--- src/rtl/ram_arbiter.sv ---
// Purpose: round-robin arbiter giving requesters A and B exclusive access to one single-port-style RAM.
// Latency: grant one cycle after the request is sampled, done one cycle later; 3-cycle period per grant.
// Backpressure: a requester holds req until its done pulse; the losing requester waits at most one transaction.
module ram_arbiter #(
    parameter int DEPTH  = 128,
    parameter int DATA_W = 16
) (
    input  logic              clk,
    input  logic              rst_n,
    input  logic              a_req,
    input  logic              a_we,
    input  logic [DATA_W-1:0] a_addr,
    input  logic [DATA_W-1:0] a_wdata,
    output logic              a_gnt,
    output logic              a_done,
    output logic              a_err,
    output logic [DATA_W-1:0] a_rdata,
    input  logic              b_req,
    input  logic              b_we,
    input  logic [DATA_W-1:0] b_addr,
    input  logic [DATA_W-1:0] b_wdata,
    output logic              b_gnt,
    output logic              b_done,
    output logic              b_err,
    output logic [DATA_W-1:0] b_rdata,
    output logic [DATA_W-1:0] ram_read_addr,
    output logic [DATA_W-1:0] ram_write_addr,
    output logic [DATA_W-1:0] ram_write_data,
    output logic              ram_read_en,
    output logic              ram_write_en,
    input  logic [DATA_W-1:0] ram_read_data
);

    typedef enum logic [1:0] {IDLE, ACCESS, DONE} state_t;

    // One extra bit so a DEPTH equal to 2**DATA_W still compares correctly.
    localparam logic [DATA_W:0] DEPTH_LIM = (DATA_W+1)'(DEPTH);

    state_t state;
    logic   last_b;
    logic   win_b;
    logic   lat_we;
    logic   lat_oor;

    logic              pick_b;
    logic              sel_we;
    logic              sel_oor;
    logic [DATA_W-1:0] sel_addr;
    logic [DATA_W-1:0] sel_wdata;

    always_comb begin
        pick_b    = b_req && (!a_req || !last_b);
        sel_we    = pick_b ? b_we    : a_we;
        sel_addr  = pick_b ? b_addr  : a_addr;
        sel_wdata = pick_b ? b_wdata : a_wdata;
        sel_oor   = ({1'b0, sel_addr} >= DEPTH_LIM);
    end

    // The RAM address/data registers double as the latched transaction fields.
    always_ff @(posedge clk or negedge rst_n) begin
        if (!rst_n) begin
            state          <= IDLE;
            last_b         <= 1'b1;
            win_b          <= 1'b0;
            lat_we         <= 1'b0;
            lat_oor        <= 1'b0;
            a_gnt          <= 1'b0;
            a_done         <= 1'b0;
            a_err          <= 1'b0;
            a_rdata        <= '0;
            b_gnt          <= 1'b0;
            b_done         <= 1'b0;
            b_err          <= 1'b0;
            b_rdata        <= '0;
            ram_read_addr  <= '0;
            ram_write_addr <= '0;
            ram_write_data <= '0;
            ram_read_en    <= 1'b0;
            ram_write_en   <= 1'b0;
        end else begin
            case (state)
                IDLE: begin
                    if (a_req || b_req) begin
                        state   <= ACCESS;
                        last_b  <= pick_b;
                        win_b   <= pick_b;
                        lat_we  <= sel_we;
                        lat_oor <= sel_oor;
                        a_gnt   <= !pick_b;
                        b_gnt   <= pick_b;
                        if (!sel_oor) begin
                            if (sel_we) begin
                                ram_write_en   <= 1'b1;
                                ram_write_addr <= sel_addr;
                                ram_write_data <= sel_wdata;
                            end else begin
                                ram_read_en   <= 1'b1;
                                ram_read_addr <= sel_addr;
                            end
                        end
                    end
                end
                ACCESS: begin
                    state        <= DONE;
                    a_gnt        <= 1'b0;
                    b_gnt        <= 1'b0;
                    ram_read_en  <= 1'b0;
                    ram_write_en <= 1'b0;
                    a_done       <= !win_b;
                    b_done       <= win_b;
                    a_err        <= !win_b && lat_oor;
                    b_err        <= win_b && lat_oor;
                    if (!lat_oor && !lat_we) begin
                        if (win_b) b_rdata <= ram_read_data;
                        else       a_rdata <= ram_read_data;
                    end
                end
                DONE: begin
                    state  <= IDLE;
                    a_done <= 1'b0;
                    a_err  <= 1'b0;
                    b_done <= 1'b0;
                    b_err  <= 1'b0;
                end
                default: state <= IDLE;
            endcase
        end
    end

endmodule

--- config.mk ---
export PLATFORM = sky130hd
export DESIGN_NAME = ram_arbiter
export DESIGN_NICKNAME = d
export VERILOG_FILES = /design/src/rtl/ram_arbiter.sv
export SDC_FILE = /design/constraint.sdc
export NUM_CORES = 1
export LEC_CHECK = 0
export CORE_ASPECT_RATIO = 1.4
export CORE_MARGIN = 1.5
export CORE_UTILIZATION = 41
export DETAILED_ROUTE_END_ITERATION = 12
export PLACE_DENSITY_LB_ADDON = 0.1
export SYNTH_ARGS = -nofsm -noshare
export SYNTH_HDL_FRONTEND = slang
export SYNTH_SLANG_ARGS = --single-unit
--- constraint.sdc ---
create_clock -name clk -period 5.2 [get_ports clk]
set_input_delay 1.3 -clock clk [delete_from_list [all_inputs] [get_ports clk]]
set_output_delay 1.3 -clock clk [all_outputs]
set_load 0.02 [all_outputs]
==> results.md <==
- Outcome: finished clean
- Num CTS Buffers: 9
- Crit-path max FO: 48
- Max H-tree Level: 3
- Mapped Cells: 306
- Register area: 0.00235 sq mm
- Critical Path RT: 5.42 ns
- Max-cap violations: 0
- Setup_tns: 0 ns
- Worst hold slack: 0.482 ns
- CTS root buf: clkbuf_16
- Filler cell count: 738
- Clock sink total: 94
- IO Port Bufs: 173
- Layout area overhead: 53.7%
- Final worst slack: 1.41 ns
- Clock Path Buffers: 2
- Post-CTS Hold Fix Bufs: 0
- Worst-path cell chain: clkdlybuf4s50_1 -> a21bo_1 -> buf_4 -> o32a_1 -> a2111o_2 -> mux2_4
- Leading cell type in the layout, fill and taps excluded: clkdlybuf4s50_1
- GR Overflow Total: 0
- Die Span Y: 119 um
- Footprint of the multi-input gates: 0.00149 sq mm
- Die area: 0.0103 sq mm
- TritonRoute pass-1 iters: 4
- Fin cells: 593
- Placed insts: 577
- Worst-Skew Late Latency: 0.34 ns
- Most frequent cells in the layout: 172 x clkdlybuf4s50_1, 93 x dfrtp_1, 44 x nand2_1
- DRT iter0 DRCs: 63
- GR Util All Layers: 18.7%
- Slowest CP cell: a2111o_2
- Leak: 2.82 nW
- Final ANT Viol Nets: 0
- Die W: 86.1 um
- Mapped Avg Cell Area: 12.9 sq um
- Number of max-slew violations in the final report: 0
- Number of flops mapped to enable cells by yosys: 0
- Hold Path Class: flip-flop to flip-flop
- Unrepaired setup endpoints after global routing: no
- DP HPWL: 6.75 mm
- Critical path's largest stage delay: 0.81 ns
- Setup Buffers After CTS: 0
- Via density: 4.99
- Post-Place Worst Slack: 1.07 ns
- # nets final: 567
- WL final: 9.19 mm
- CTS tree: built
- Kind of critical path: input pin to flip-flop
- Fmax achieved: 0.264 GHz
- # setup viols final: 0
- Tcrit/Tclk final: 72.9%
- Part of the Yosys area used for sequential elements: 59.4%
- Slew HR: 24.8%
- Gates resized, CTS repair: 0
- Prevailing post-synth register cell: dfrtp_1
- Initial cell density of the core: 42.1%
- DRC: 0
- Final hold violation count: 0
- # rows: 42
- PwrDens: 334 mW/mm^2
- Final GP Congestion: 0.718
- Final Critical Period: 3.79 ns
- First-pass GRT wire length: 15.0 mm
- CP Capture Type: flip-flop
- Avg WL per Cell: 15.5 um
- Yosys cell types: 41
- IO Pins: 174
- Post-synthesis cell area: 0.00396 sq mm
- Antenna Cells: 0
- Share of cells above drive strength 1: 15.9%
- Least-Margin Pin Slew: 1.12 ns
- Async SR Flop Fraction: 100%
- Vias in the first global route: 3012
- Yosys warns: 0
- Yosys reg bits: 94
- Worst-path clk slew: 0.06 ns
- Worst Path Arrival: 4.01 ns
- Core area: 0.00941 sq mm
- Initial antenna violation count: 0
- Maximum VDD drop: 0.152 mV
- CP startpoint kind: input pin
- Via Count: 2959
- Largest net degree at the start of global routing: 64
- Worst Skew: 0.00846 ns
- Post-synth net total: 395
Yosys cell counts (all sizes together) (2+ instances only):
cell type   n  area [sq um]
dfrtp      93          2330
mux2       47           559
nand2      44           165
o21ai      20           115
mux2i      19           203
and2       18           113
buf         9          77.6
inv         9          33.8
nor4        6          50.0
clkbuf      5          18.8
a21oi       3          15.0
a31oi       3          18.8
ha          3          37.5
nor2        3          11.3
o32ai       3          26.3
a22o        2          17.5
nand3       2          10.0
registers in the layout (all words and copies together), names as in the netlist:
signal	cells
a_rdata	16
b_rdata	16
ram_read_addr	16
ram_write_addr	16
ram_write_data	16
state	2
a_done	1
a_err	1
a_gnt	1
b_done	1
b_err	1
b_gnt	1
last_b	1
lat_oor	1
lat_we	1
ram_read_en	1
ram_write_en	1
win_b	1
critical path: cells and delay by family:
kind,cells,cell delay [ns]
AO/OA/AOI/OAI,3,1.35
buffers and inverters,2,0.91
multiplexers,1,0.42
where the power goes:
group	switching [mW]	leakage, nW	total, mW	internal [mW]
Clock	0.281	0.144	0.702	0.422
Combinational	0.248	1.40	0.483	0.236
Sequential	0.0559	1.28	0.852	0.796
metal layers:
metal	GRT usage, %	part of all wire (%)	vias to the layer above
li1	-	-	1412
met1	23.3	41	1403
met2	29.1	48	132
met3	7.76	9.4	12
met4	6.45	1.8	0
met5	0	0	-
path summary, 6_finish.rpt:
path	startpoint	to	slack, ns	depth (start not counted)
setup / recovery	b_req	ram_write_addr[6]	1.41	6
hold / removal	ram_write_data[15]	ram_write_data[15]	0.48	2
setup reg to reg	state[1]	a_rdata[3]	2.54	5
hold reg to reg	ram_write_data[15]	ram_write_data[15]	0.48	2
max in group asynchronous	rst_n	b_rdata[2]	3.25	2
min in group asynchronous	rst_n	b_done	1.03	1
cell families (layout without fill, tap and decap cells):
| logic type | Yosys count | in the layout | share of synthesized area (%) |
|---|---|---|---|
| AO/OA/AOI/OAI | 41 | 41 | 7.20 |
| adder cells (fa/ha/maj) | 3 | 3 | 0.947 |
| buffers and inverters | 24 | 201 | 3.38 |
| flip-flops | 94 | 94 | 59.4 |
| multiplexers | 66 | 66 | 19.2 |
| AND/OR/NAND/NOR | 78 | 78 | 9.85 |
area by class of cell:
cell class              instances  area share [%]
well taps                     110            2.26
flip-flops and latches         94            38.6
inverters                      10           0.616
clock buffers                   9            3.70
repair buffers                175            28.6
multi-input cells             188            24.5
clock inverters                 7            1.62
metrics by stage:
| stage | utilization, % | total power, mW | cell area [sq um] |
|---|---|---|---|
| 5_1_grt | 64.8 | 2.15 | 6090 |
| 3_5_place_dp | 61.3 | 1.35 | 5770 |
| 4_1_cts | 64.8 | 2.06 | 6090 |
| 6_report | 64.8 | 2.04 | 6090 |
| 2_1_floorplan | - | 1.12 | 3960 |
| 3_3_place_gp | 61.3 | 1.33 | 5770 |
(Power assumes the default switching activity.)
